`config.mk`:
```
export PLATFORM = sky130hd
export DESIGN_NAME = qspi_flash_responder
export DESIGN_NICKNAME = d
export VERILOG_FILES = /design/src/rtl/qspi_flash_responder.sv
export SDC_FILE = /design/constraint.sdc
export NUM_CORES = 1
export LEC_CHECK = 0
export ABC_AREA = 0
export BUFFER_PORTS_ARGS = -buffer_cell sky130_fd_sc_hd__buf_2
export CAP_MARGIN = 20
export CORE_AREA = 2 2 84 94
export CTS_CLUSTER_DIAMETER = 80
export DETAILED_ROUTE_END_ITERATION = 12
export DIE_AREA = 0 0 86 96
export GPL_ROUTABILITY_DRIVEN = 0
export PLACE_DENSITY = 0.77
export SLEW_MARGIN = 20
export SYNTH_ARGS = -nofsm -noshare
export SYNTH_HDL_FRONTEND = slang
export SYNTH_SLANG_ARGS = --single-unit
```
`constraint.sdc`:
```
create_clock -name clk -period 3.3 [get_ports clk]
set_input_delay 0.33 -clock clk [delete_from_list [all_inputs] [get_ports clk]]
set_output_delay 0.33 -clock clk [all_outputs]
set_load 0.005 [all_outputs]
```
`src/rtl/qspi_flash_responder.sv`:
```
// rtl/qspi_flash_responder.sv - QSPI flash responder serving Quad I/O Fast Read (0xEB) from a byte-wide memory
// Oversamples SCK/CE_N/IO on clk and walks CMD/ADDR/MODE/DUMMY/DATA phases.
module qspi_flash_responder #(
   parameter int AW      = 24,
   parameter int DUMMY   = 4,
   parameter int CONT_EN = 1
) (
   input  logic          clk,
   input  logic          rst,
   input  logic          sck,
   input  logic          ce_n,
   input  logic [3:0]    io_i,
   output logic [3:0]    io_o,
   output logic [3:0]    io_oe,
   output logic          mem_rd,
   output logic [AW-1:0] mem_addr,
   input  logic [7:0]    mem_rdata
);

   typedef enum logic [2:0] {
      S_IDLE, S_CMD, S_ADDR, S_MODE, S_DUMMY, S_DATA, S_IGNORE
   } state_t;

   state_t        r_state, w_state_nx;
   logic [3:0]    r_cnt, w_cnt_nx;
   logic [1:0]    r_sck_s, r_ce_s;
   logic [3:0]    r_io_s0, r_io_s1;
   logic          r_sck_d, r_ce_d;
   logic [19:0]   r_sh;
   logic [7:0]    r_data;
   logic          r_cont, r_nib, r_rd_d;
   logic [3:0]    r_io_o, r_io_oe;
   logic          r_mem_rd;
   logic [AW-1:0] r_addr;

   logic          w_rise, w_fall, w_ce_hi, w_ce_fall;
   logic [7:0]    w_cmd;
   logic [23:0]   w_sh_nib;

   assign w_rise    = r_sck_s[1] & ~r_sck_d;
   assign w_fall    = ~r_sck_s[1] & r_sck_d;
   assign w_ce_hi   = r_ce_s[1];
   assign w_ce_fall = r_ce_d & ~r_ce_s[1];
   assign w_cmd     = {r_sh[6:0], r_io_s1[0]};
   assign w_sh_nib  = {r_sh, r_io_s1};

   always_ff @(posedge clk or posedge rst) begin
      if (rst) begin
         r_state <= S_IDLE;
         r_cnt   <= '0;
      end else begin
         r_state <= w_state_nx;
         r_cnt   <= w_cnt_nx;
      end
   end

   always_comb begin
      w_state_nx = r_state;
      w_cnt_nx   = r_cnt;
      if (w_ce_hi) begin
         w_state_nx = S_IDLE;
         w_cnt_nx   = '0;
      end else begin
         case (r_state)
            S_IDLE: if (w_ce_fall) begin
               w_state_nx = r_cont ? S_ADDR : S_CMD;
               w_cnt_nx   = '0;
            end
            S_CMD: if (w_rise) begin
               if (r_cnt == 4'd7) begin
                  w_state_nx = (w_cmd == 8'hEB) ? S_ADDR : S_IGNORE;
                  w_cnt_nx   = '0;
               end else w_cnt_nx = r_cnt + 4'd1;
            end
            S_ADDR: if (w_rise) begin
               if (r_cnt == 4'd5) begin
                  w_state_nx = S_MODE;
                  w_cnt_nx   = '0;
               end else w_cnt_nx = r_cnt + 4'd1;
            end
            S_MODE: if (w_rise) begin
               if (r_cnt == 4'd1) begin
                  w_state_nx = S_DUMMY;
                  w_cnt_nx   = '0;
               end else w_cnt_nx = r_cnt + 4'd1;
            end
            S_DUMMY: if (w_rise) begin
               if (r_cnt == 4'(DUMMY - 1)) begin
                  w_state_nx = S_DATA;
                  w_cnt_nx   = '0;
               end else w_cnt_nx = r_cnt + 4'd1;
            end
            default: ;
         endcase
      end
   end

   // Datapath: synchronisers, shift/prefetch registers and pad outputs
   always_ff @(posedge clk or posedge rst) begin
      if (rst) begin
         r_sck_s  <= '0;
         r_sck_d  <= 1'b0;
         r_ce_s   <= 2'b11;
         r_ce_d   <= 1'b1;
         r_io_s0  <= '0;
         r_io_s1  <= '0;
         r_sh     <= '0;
         r_data   <= '0;
         r_cont   <= 1'b0;
         r_nib    <= 1'b0;
         r_rd_d   <= 1'b0;
         r_io_o   <= '0;
         r_io_oe  <= '0;
         r_mem_rd <= 1'b0;
         r_addr   <= '0;
      end else begin
         r_sck_s  <= {r_sck_s[0], sck};
         r_sck_d  <= r_sck_s[1];
         r_ce_s   <= {r_ce_s[0], ce_n};
         r_ce_d   <= r_ce_s[1];
         r_io_s0  <= io_i;
         r_io_s1  <= r_io_s0;
         r_mem_rd <= 1'b0;
         r_rd_d   <= r_mem_rd;
         if (r_rd_d) r_data <= mem_rdata;

         if (w_ce_hi) begin
            r_io_oe <= '0;
            r_nib   <= 1'b0;
         end else begin
            if (w_rise) begin
               if (r_state == S_CMD)
                  r_sh <= {r_sh[18:0], r_io_s1[0]};
               else if (r_state == S_ADDR || r_state == S_MODE)
                  r_sh <= {r_sh[15:0], r_io_s1};
            end
            if (w_rise && r_state == S_ADDR && r_cnt == 4'd5) begin
               r_addr   <= w_sh_nib[AW-1:0];
               r_mem_rd <= 1'b1;
            end
            // r_sh[3:0] holds the first mode nibble, so M[5:4] sits in r_sh[1:0]
            if (w_rise && r_state == S_MODE && r_cnt == 4'd1)
               r_cont <= (CONT_EN != 0) && (r_sh[1:0] == 2'b10);
            if (w_fall && r_state == S_DATA) begin
               r_io_oe <= 4'hF;
               r_nib   <= ~r_nib;
               if (!r_nib) begin
                  r_io_o <= r_data[7:4];
               end else begin
                  r_io_o   <= r_data[3:0];
                  r_mem_rd <= 1'b1;
                  r_addr   <= r_addr + 1'b1;
               end
            end
         end
      end
   end

   assign io_o     = r_io_o;
   assign io_oe    = r_io_oe;
   assign mem_rd   = r_mem_rd;
   assign mem_addr = r_addr;

endmodule
```
[After elaboration in Yosys (flattened, before gate mapping)]
Cells that the tools add are included.
Storage, ports and cells
  logic and storage cells: 99
  output and inout port bits: 33
  register bits: 85
Operators by class
  equal/unequal tests: 20
  muxes and demuxes: 38
  $add $sub $neg: 2
  bitwise operators: 7
  reductions and logical operators: 15
Operator list (count)
  $mux W24: 3
  $mux W4: 13
  $mux W20: 2
  $mux W3: 11
  $ne A3 B3 Y1 const B: 9
  $add A24 B1 Y24 const B: 1
  $pmux W4 S5: 1
  $pmux W3 S5: 1
  $reduce_and A10 Y1: 1
  $eq A4 B3 Y1 const B: 2
  $eq A8 B8 Y1 const B: 1
  $eq A3 B2 Y1 const B: 2
  $eq A3 B3 Y1 const B: 2
  $mux W1: 6
  $reduce_and A6 Y1: 1
  $reduce_bool A6 Y1: 1
  $logic_and A1 B1 Y1: 5
  $add A4 B1 Y4 const B: 1
  $eq A4 B1 Y1 const B: 1
  $eq A4 B2 Y1 const B: 1
  $not A1 Y1: 4
  $reduce_and A2 Y1: 2
  $reduce_bool A2 Y1: 2
  $and A1 B1 Y1: 3
  6 further kinds: 6

[Logic depth before layout (Yosys ltp)]
Gate-level depths: netlist (run 1).
  word-level depth: 8
  gate-level depth with buffers: 9

[Worst setup path after synthesis (run 1)]
No wires, ideal clock.
  path kind: register -> register
  start point: reg r_cnt[1]
  end point: reg r_addr[2] (netlist: mem_addr[2])
  cell stages (with the launch flop): 9
  arrival: 1.731 ns
  path slack: 1.482 ns
  required time: 3.213 ns
  path through: dfrtp_1 > inv_1 > ha_1 > nor2b_1 > nand3_1 > buf_2 > a21oi_1 > o21ai_0 > a22oi_1
Between the ends
  cells in the longest elaborated chain, start to end: 5
RTL lines
  start: declaration: RTL line 25  | logic [3:0] r_cnt, w_cnt_nx;
  start signal: assignment: RTL line 53  | r_cnt <= w_cnt_nx;
  $eq A4 B3 Y1 *: RTL line 137  | if (w_rise && r_state == S_ADDR && r_cnt == 4'd5) begin
  $logic_and A1 B1 Y1 *: RTL line 137
  $mux W24 *: RTL line 137
  $mux W24: RTL line 147  | if (!r_nib) begin
  $mux W24 *: RTL line 144  | if (w_fall && r_state == S_DATA) begin
  end signal: assignment: RTL line 138  | r_addr <= w_sh_nib[AW-1:0];
  end signal: assignment: RTL line 152  | r_addr <= r_addr + 1'b1;
  end: declaration: RTL line 34  | logic [AW-1:0] r_addr;
Every way passes the cells marked *; elsewhere a longest branch is shown, timed or not.
A chain may end at the register's enable or synchronous reset.

[Worst setup path in the final report (run 1)]
  start point: reg r_state[2]
  end point: reg r_addr[18] (netlist: mem_addr[18])
Between the ends
  cells in the longest elaborated chain, start to end: 6
RTL lines
  start: declaration: RTL line 24  | state_t r_state, w_state_nx;
  start signal: assignment: RTL line 52  | r_state <= w_state_nx;
  $eq A3 B2 Y1: RTL line 137
  $logic_and A1 B1 Y1 (2 in a row): RTL line 137
  $mux W24: RTL line 137
  $mux W24: RTL line 147
  $mux W24 *: RTL line 144
Marks and branches as above.

==> flow_metrics.tcl, run 1 <==
set metrics [dict create \
    core-area_um2 7310 \
    drive_gt1_share_pct 20.8 \
    die_w_um 86 \
    drc_errors 0 \
    rr_startpoint "r_state[2]" \
    cp-start-kind "register" \
    final_util_pct 63.1 \
    synth_top_area_share_pct 48.2 \
    nFillCells 585 \
    reg2reg_depth 5 \
    synth_edf_count 0 \
    worstPathRequired_ps 3560 \
    place_area_um2 4380 \
    leakagePower_nw 2.06 \
    grt_pass1_vias 3293 \
    start_util_pct 56.1 \
    synth_area_um2 4100 \
    drt_iter0_drc 310 \
    final_net_count 461 \
    synth_area_leader_cell "dfrtp_1" \
    endpoint "mem_addr[18]" \
    synth.most_common_cell "dfrtp_1" \
    drv_slew 0 \
    cap_violations 0 \
    fin_tns_setup_ps 0 \
    grtUsageTotal_pct 25.3 \
    hold_violations 0 \
    critPathArrivalTime_ps 2540 \
    crit_type "register to register" \
    vias_per_cell 6.41 \
    clk_pin_slew_ps 80 \
    final_antenna_net_count 0 \
    cts_root_buf "clkbuf_8" \
    cts_made_buffers 9 \
    dpl.hpwl_mm 6.47 \
    cpMostUsedCell "a311oi_1" \
    wirelength_mm 9.73 \
    fin_skew_ps 12.2 \
    cp_slowest_stage_delay_ps 700 \
    yosysUniqueCellTypes 62 \
    dr.pass1.iters 5 \
    htreeDepth 3 \
    ys_top_cells_by_area "dfrtp_1 (48%), mux2i_1 (6.1%), o21ai_0 (3.4%)" \
    grt_antenna_before_repair 0 \
    worst-path-buf-inv 0 \
    yosysWarnings 0 \
    combinationalPowerShare_pct 17.6 \
    p_per_area_nw_per_um2 554 \
    fmax_mhz 437 \
    r2r_setup_slack_ps 1010 \
    cp.depth 5 \
    numPortBuffers 48 \
    wl_met3_um 632 \
    n_antenna_cell 0 \
    slew_headroom_pct 51.3 \
    synth_area_per_cell_um2 10.2 \
    clk_latency_ps 360 \
    dieArea_um2 8260 \
    yosysSeqAreaShare_pct 50.1 \
    rsz0062_at_grt "false" \
    vias 3423 \
    crit_family "simple AND/OR/NAND/NOR gates" \
    switching_share_pct 30.7 \
    power.clock.fraction_pct 31.9 \
    status "finished clean" \
    die_y_um 96 \
    synth_ff_type "dfrtp_1" \
    wl_per_cell_um 18.2 \
    power_mw 2.55 \
    wl_met1_mm 4.28 \
    setup_violations 0 \
    p_seq_share_pct 50.5 \
    min_path_type "primary input to register" \
    period_share_pct 69.4 \
    synth_common_cells "dfrtp_1 (79), nand2_1 (30), o21ai_0 (28), mux2i_1 (25)" \
    highest_layer "met4" \
    cts_sinks 82 \
    grt_pass1_wl_mm 16.1 \
    netSwitchingPower_uw 782 \
    p_int_mw 1.77 \
    placementRows 33 \
    crit_fanout 19 \
    worstMarginPinSlew_ps 729 \
    crit_start "r_state[2]" \
    cts_setup_buffers 0 \
    cp_cell_sequence "and4b_1 -> nand2_2 -> nor4_2 -> a311oi_1 -> a311oi_1" \
    grt_max_degree 41 \
    max-vdd-ir-drop_mv 0.365 \
    synthCells 401 \
    r2r-end "mem_addr[18]" \
    cts_tree "done" \
    overflow 0 \
    num_io_pins 49 \
    syn_nets 420 \
    wl_met2_mm 4.63 \
    crit_slowest_cell "dfrtp_1" \
    fin_crit_ps 2290 \
    area_delta_synth_final_pct 12.4 \
    cts_buffer_depth 2 \
    crit_path_end_kind "register" \
    fin_area_um2 4610 \
    synth_seq_cells 82 \
    async_flop_share_pct 100 \
]
## power by group through the flow
| stage | Clock (mW) | Sequential, mW | Combinational (mW) |
|---|---|---|---|
| 3_3_place_gp | 0 | 1.30 | 0.428 |
| 6_report | 0.813 | 1.29 | 0.450 |
| 3_5_place_dp | 0 | 1.30 | 0.447 |
| 2_1_floorplan | 0 | 1.23 | 0.383 |
| 5_1_grt | 0.861 | 1.30 | 0.507 |
| 4_1_cts | 0.826 | 1.28 | 0.452 |
## flip-flops by register name, indices dropped and copies added, names as in the netlist
signal,flops
r_io_s1,4
r_state,3
r_sck_s,2
r_cont,1
r_rd_d,1
io_oe,1
mem_addr,24
r_ce_s,2
r_nib,1
io_o,4
r_sck_d,1
mem_rd,1
r_ce_d,1
r_cnt,4
r_data,8
r_io_s0,4
r_sh,20
## cell usage in the layout, fill, tap and decap left out, drive strengths merged, types with 10 or more instances in the layout
cell type / instances
dfrtp: 79
nor3: 12
mux2i: 25
nor2: 22
nand2: 31
clkbuf: 11
inv: 13
o21ai: 29
buf: 53
o22ai: 10
nor2b: 11
a21oi: 21
## metrics by stage
step                std cells  hold WS [ps]  setup slack [ps]
floorplan                 401           331               867
global placement          517           333              1190
detailed placement        517           336              1070
global route              534          48.8               839
CTS                       534          49.8              1060
finish                    534          65.9              1010
## worst min path at each step
stage	startpoint	endpoint	slack, ps	cells past startpoint
2_1_floorplan	r_io_s0[0]	r_io_s1[0]	330	0
3_3_place_gp	r_io_s0[3]	r_io_s1[3]	330	0
3_5_place_dp	rst	r_sh[2]	340	2
4_1_cts	ce_n	r_ce_s[0]	50	1
5_1_grt	ce_n	r_ce_s[0]	50	1
6_report	ce_n	r_ce_s[0]	70	1
## kinds of logic after synthesis
family | after synthesis | share of synthesized area, %
AND/OR/NAND/NOR | 138 | 18.8
AO/OA/AOI/OAI | 104 | 17.1
flip-flops | 82 | 50.1
buffers and inverters | 38 | 4.00
multiplexers | 34 | 8.57
adder cells (fa/ha/maj) | 3 | 0.915
XOR/XNOR | 2 | 0.427
## metal layers
layer / vias to the layer above / global-route usage [%]
li1: 1568 / -
met1: 1672 / 34.0
met2: 166 / 40.5
met3: 17 / 4.37
met4: 0 / 11.2
met5: - / 0
## area by class of cell
class	count	area (µm²)	area share, %
well taps	87	109	2.36
clock inverters	5	78.8	1.71
multi-input cells	281	1880	40.9
repair buffers	54	288	6.24
flip-flops and latches	82	2060	44.6
clock buffers	11	141	3.07
inverters	14	53.8	1.17
## repair_timing
action / in CTS / in global routing
gates resized for setup: 0 / 0
hold buffers: 1 / 0
endpoints found under the hold margin: 21 / 0
No activity file was read; power rests on OpenSTA's default activity.
==> run 2, diff against run 1 <==
--- a/config.mk
+++ b/config.mk
@@ -8,12 +8,12 @@
 export ABC_AREA = 0
 export BUFFER_PORTS_ARGS = -buffer_cell sky130_fd_sc_hd__buf_2
 export CAP_MARGIN = 20
-export CORE_AREA = 2 2 84 94
+export CORE_AREA = 2 2 88 99
 export CTS_CLUSTER_DIAMETER = 80
 export DETAILED_ROUTE_END_ITERATION = 12
-export DIE_AREA = 0 0 86 96
+export DIE_AREA = 0 0 90 101
 export GPL_ROUTABILITY_DRIVEN = 0
-export PLACE_DENSITY = 0.77
+export PLACE_DENSITY = 0.74
 export SLEW_MARGIN = 20
 export SYNTH_ARGS = -nofsm -noshare
 export SYNTH_HDL_FRONTEND = slang
==> constraint.sdc (replaced) <==
create_clock -name clk -period 2 [get_ports clk]
set_input_delay 0.2 -clock clk [delete_from_list [all_inputs] [get_ports clk]]
set_output_delay 0.2 -clock clk [all_outputs]
set_load 0.005 [all_outputs]
==> run 2 against run 1 <==
Net effect: clock skew is essentially flat; sequential share of layout area shrank 3.5 points; via count grew 3.8%; die area grew 10%; combinational power grew 110%; power grew 68%; cell count grew 11%; worst hold slack gained 5.2 ps; design area grew 8.6%; utilization shrank 1.6 points; maximum frequency grew 18%; largest cell class unchanged; highest routed layer unchanged.
==> flow_metrics.tcl, run 2 (same netlist as run 1, synthesis figures left out) <==
set metrics [dict create \
    status "finished clean" \
    setup_violations 0 \
    cp-start-kind "register" \
    layout_commonest_cell "dfrtp_1" \
    largest_reg_flops 24 \
    final_net_count 498 \
    die_w_um 90 \
    switching_share_pct 31.9 \
    layout_common_cells "dfrtp_1 (77), buf_2 (48), buf_4 (36)" \
    drt_iter0_drc 282 \
    worstMarginPinSlew_ps 565 \
    fin_area_um2 5000 \
    multi_input_area_um2 1970 \
    min_path_type "primary input to register" \
    slew_headroom_pct 62.4 \
    power.clock.fraction_pct 29.4 \
    dr.pass1.iters 5 \
    p_per_area_nw_per_um2 856 \
    worstPathRequired_ps 2280 \
    wirelength_mm 10.0 \
    cts_tree "done" \
    p_int_mw 2.92 \
    vias 3554 \
    wl_per_cell_um 16.9 \
    dpl.hpwl_mm 7.16 \
    num_io_pins 49 \
    placementRows 35 \
    grt_pass1_wl_mm 16.4 \
    netSwitchingPower_mw 1.37 \
    dieArea_um2 9090 \
    hold_violations 0 \
    clk_pin_slew_ps 90 \
    rsz0062_at_grt "true" \
    clk_latency_ps 360 \
    drc_errors 0 \
    final_antenna_net_count 0 \
    die_y_um 101 \
    drive_gt1_share_pct 28.3 \
    critPathArrivalTime_ps 2220 \
    grt_max_degree 47 \
    drv_slew 0 \
    grt_antenna_before_repair 0 \
    cts_sinks 82 \
    htreeDepth 3 \
    start_util_pct 50.4 \
    p_seq_share_pct 49.0 \
    cts_root_buf "clkbuf_8" \
    vias_per_cell 5.97 \
    nFillCells 698 \
    cts_made_buffers 9 \
    combinationalPowerShare_pct 21.6 \
    numPortBuffers 48 \
    crit_fanout 8 \
    crit_path_end_kind "register" \
    leakagePower_nw 2.24 \
    grt_pass1_vias 3363 \
    cts_buffer_depth 2 \
    regArea_um2 2060 \
    cap_violations 0 \
    place_area_um2 4630 \
    crit_type "register to register" \
    final_util_pct 61.4 \
    overflow 0 \
    max-vdd-ir-drop_mv 0.676 \
    fin_skew_ps 12.2 \
    period_share_pct 97.3 \
    hold-worst-slack_ps 71.1 \
    grtUsageTotal_pct 22.8 \
    fin_crit_ps 1950 \
    core-area_um2 8150 \
    n_antenna_cell 0 \
    fmax_mhz 514 \
    area_delta_synth_final_pct 22.0 \
]
## run 2: cell count changes in the layout (fill, tap and decap cells not counted), sizes merged
cell	before	now
buf	53	84
dlygate4sd3	1	7
clkinv	4	0
clkinvlp	0	3
inv	13	15
bufinv	2	1
## run 2: area by class of cell
type / count / area share, %
clock buffers: 11 / 2.83
multi-input cells: 281 / 39.3
well taps: 111 / 2.77
inverters: 14 / 1.13
repair buffers: 91 / 11.6
flip-flops and latches: 82 / 41.1
clock inverters: 5 / 1.25
## run 2: timing repair
action,4_1_cts,5_1_grt
resized for setup,0,18
endpoints found under the hold margin,39,0
buffers inserted,0,2
hold buffers,7,0
setup endpoints to repair,0,19
## run 2: path summary, 6_finish.rpt
kind                              startpoint         end  slack, ps  cells after the start
worst max-delay path              r_state[2]    r_cnt[3]         50                      6
worst min-delay path            mem_rdata[1]   r_data[1]         70                      2
worst max register to register    r_state[2]    r_cnt[3]         50                      6
worst min register to register    r_io_s0[3]  r_io_s1[3]        360                      0
max in group asynchronous                rst  r_state[2]       1010                      4
min in group asynchronous                rst  r_io_s0[2]        530                      4
## run 2: per-stage QoR
step                      power, mW  instances  worst slack, ps  setup TNS [ps]
after global placement         2.94        570              114               0
after detailed placement       2.97        570             28.3               0
after CTS                      4.23        593             13.9               0
after global routing           4.50        595            -16.3           -19.2
after floorplan                2.66        401              182               0
final                          4.28        595             54.6               0
## run 2: worst max-delay path: stages, from the launching register on
cell       delay (ps)
dfrtp_2           460
buf_4             180
o21bai_1          230
a2111oi_4         390
nand4_1           160
or3_1             350
o211ai_1           90
## run 2: metal layers
metal | track usage (%) | share of wire [%] | vias up
met2 | 37.4 | 47 | 172
met1 | 29.4 | 42 | 1720
met3 | 4.34 | 7.5 | 27
met4 | 10.8 | 3.2 | 0
met5 | 0 | 0 | -
li1 | - | - | 1635
## run 2: power by group through the flow
stage                     logic (mW)  clock network [mW]  registers [mW]
final                          0.924                1.26            2.10
after global routing            1.02                1.35            2.13
after CTS                      0.858                1.27            2.10
after detailed placement       0.847                   0            2.13
after global placement         0.814                   0            2.12
after floorplan                0.632                   0            2.02
==> run 3, diff against run 2 <==
--- a/config.mk
+++ b/config.mk
@@ -14,6 +14,7 @@
 export DIE_AREA = 0 0 90 101
 export GPL_ROUTABILITY_DRIVEN = 0
 export PLACE_DENSITY = 0.74
+export SETUP_SLACK_MARGIN = 0.5
 export SLEW_MARGIN = 20
 export SYNTH_ARGS = -nofsm -noshare
 export SYNTH_HDL_FRONTEND = slang
==> run 3 against run 2 <==
Net effect: clock power hardly changed; utilization increased by 14 points; cell count up 10%; flip-flop and latch count stayed put; register-to-register slack got worse by 20 ps; first-iteration DRC count up 64%; largest power group unchanged.
==> flow_metrics.tcl, run 3 (same netlist as run 1, synthesis figures left out) <==
set metrics [dict create \
    grt_antenna_before_repair 0 \
    met3_usage_pct 4.26 \
    clk_latency_ps 370 \
    core-area_um2 8150 \
    r2r_setup_slack_ps 40 \
    clk_pin_slew_ps 90 \
    dpl.hpwl_mm 6.67 \
    power.clock.fraction_pct 24.6 \
    setup_violations 0 \
    cap_violations 0 \
    post-place-ws_ps 20.9 \
    vias 4120 \
    drive_gt1_share_pct 48.7 \
    gr-usage-met2_pct 43.8 \
    overflow 0 \
    fin_skew_ps 16.7 \
    grt_max_degree 83 \
    wirelength_mm 13.8 \
    vias_per_cell 6.29 \
    switching_share_pct 35.0 \
    drv_slew 0 \
    p_int_mw 3.29 \
    endpoint "r_cnt[3]" \
    n_antenna_cell 0 \
    p_per_area_nw_per_um2 827 \
    htreeDepth 3 \
    crit_path_end_kind "register" \
    drc_errors 0 \
    cts_root_buf "clkbuf_8" \
    final_antenna_net_count 0 \
    grt_pass1_vias 3695 \
    max-vdd-ir-drop_mv 0.576 \
    num_io_pins 49 \
    netSwitchingPower_mw 1.77 \
    reg2reg_depth 5 \
    die_y_um 101 \
    whs_path_depth 2 \
    die_w_um 90 \
    largest_reg_flops 24 \
    regArea_um2 2070 \
    nFillCells 512 \
    grtUsageTotal_pct 25.9 \
    crit_type "register to register" \
    r2r-end "r_cnt[3]" \
    final_net_count 558 \
    crit_start "r_state[1]" \
    rsz0062_at_grt "true" \
    rr_startpoint "r_state[1]" \
    setup_slack_ps 37.2 \
    combinationalPowerShare_pct 32.6 \
    crit_fanout 7 \
    crit_slowest_cell "dfrtp_2" \
    cts_sinks 82 \
    worstMarginPinSlew_ps 421 \
    cp_slowest_stage_delay_ps 480 \
    worstPathRequired_ps 2280 \
    layout_common_cells "dfrtp_1 (73), buf_4 (65), buf_2 (48)" \
    area_delta_synth_final_pct 49.1 \
    multi_input_area_um2 2400 \
    cp-start-kind "register" \
    fmax_mhz 509 \
    place_inst 560 \
    fin_area_um2 6120 \
    place_area_um2 4670 \
    cts_tree "done" \
    grt_busiest_layer "met2" \
    status "finished clean" \
    dr.pass1.iters 7 \
    met1_usage_pct 31.5 \
    slew_headroom_pct 71.9 \
    dieArea_um2 9090 \
    cts_buffer_depth 2 \
    fin_crit_ps 1960 \
    period_share_pct 98.1 \
    numPortBuffers 48 \
    drt_iter0_drc 462 \
    critPathArrivalTime_ps 2250 \
    start_util_pct 50.4 \
    min_path_type "primary input to register" \
    cts_made_buffers 9 \
    wl_per_cell_um 21.0 \
    leakagePower_nw 2.76 \
    hold_violations 0 \
    p_seq_share_pct 42.8 \
    grt_pass1_wl_mm 18.5 \
    cp_cell_sequence "or3b_4 -> a2111oi_4 -> nand4_1 -> or3_1 -> o211ai_1" \
    layout_commonest_cell "dfrtp_1" \
    final_cells 655 \
    placementRows 35 \
]
## run 3: changes by cell type in the layout (fill, tap and decap cells not counted), moves of 8 or more
| cell | before | now |
|---|---|---|
| buf_12 | 0 | 8 |
| buf_6 | 0 | 18 |
| o21ai_0 | 28 | 6 |
| buf_4 | 36 | 65 |
| nand2_1 | 29 | 14 |
| nand2_2 | 2 | 11 |
| o21ai_1 | 0 | 16 |
## run 3: how the worst min path moves through the flow
stage | end | startpoint
floorplan | r_ce_s[0] | ce_n
global placement | r_ce_s[0] | ce_n
detailed placement | r_ce_s[0] | ce_n
CTS | r_data[1] | mem_rdata[1]
global route | r_data[4] | mem_rdata[4]
finish | r_data[1] | mem_rdata[1]
## run 3: power groups by stage
stage	logic [mW]	registers [mW]	clock network [mW]
2_1_floorplan	0.670	2.03	0
3_3_place_gp	0.843	2.13	0
3_5_place_dp	0.881	2.13	0
4_1_cts	1.20	2.10	1.24
5_1_grt	1.73	2.17	1.31
6_report	1.65	2.16	1.24
## run 3: layer usage
metal	wire (µm)	share of wire, %	vias to the layer above
met3	1100	8.0	114
li1	-	-	1767
met2	6460	47	288
met5	0	0	-
met4	1030	7.5	0
met1	5190	38	1951
## run 3: stage by stage
stage / setup TNS (ps) / utilization [%] / power (mW) / hold slack [ps]
after floorplan: 0 / - / 2.70 / 204
after CTS: 0 / 67.4 / 4.54 / 60.6
final: 0 / 75.1 / 5.06 / 70.1
after global routing: -76.8 / 75.1 / 5.22 / 64.2
after detailed placement: 0 / 57.4 / 3.02 / 307
after global placement: 0 / 57.4 / 2.97 / 305
## run 3: cell type report
| cell class | count | share of cell area, % |
|---|---|---|
| clock buffers | 11 | 2.15 |
| clock inverters | 5 | 1.02 |
| inverters | 14 | 0.920 |
| multi-input cells | 282 | 39.2 |
| flip-flops and latches | 82 | 33.8 |
| well taps | 111 | 2.27 |
| repair buffers | 150 | 20.7 |
## run 3: worst max-delay path: cells and delay by family, from the launching register on
kind,cells,cell delay (ps)
compound gates,2,440
flops,1,480
simple gates,3,960
## run 3: timing repair
action,4_1_cts,5_1_grt
gates cloned,2,6
hold endpoints to repair,85,0
endpoints found under the setup margin,56,59
hold buffers,7,0
pin swaps,22,25
gates resized for setup,53,85
buffers inserted,39,25
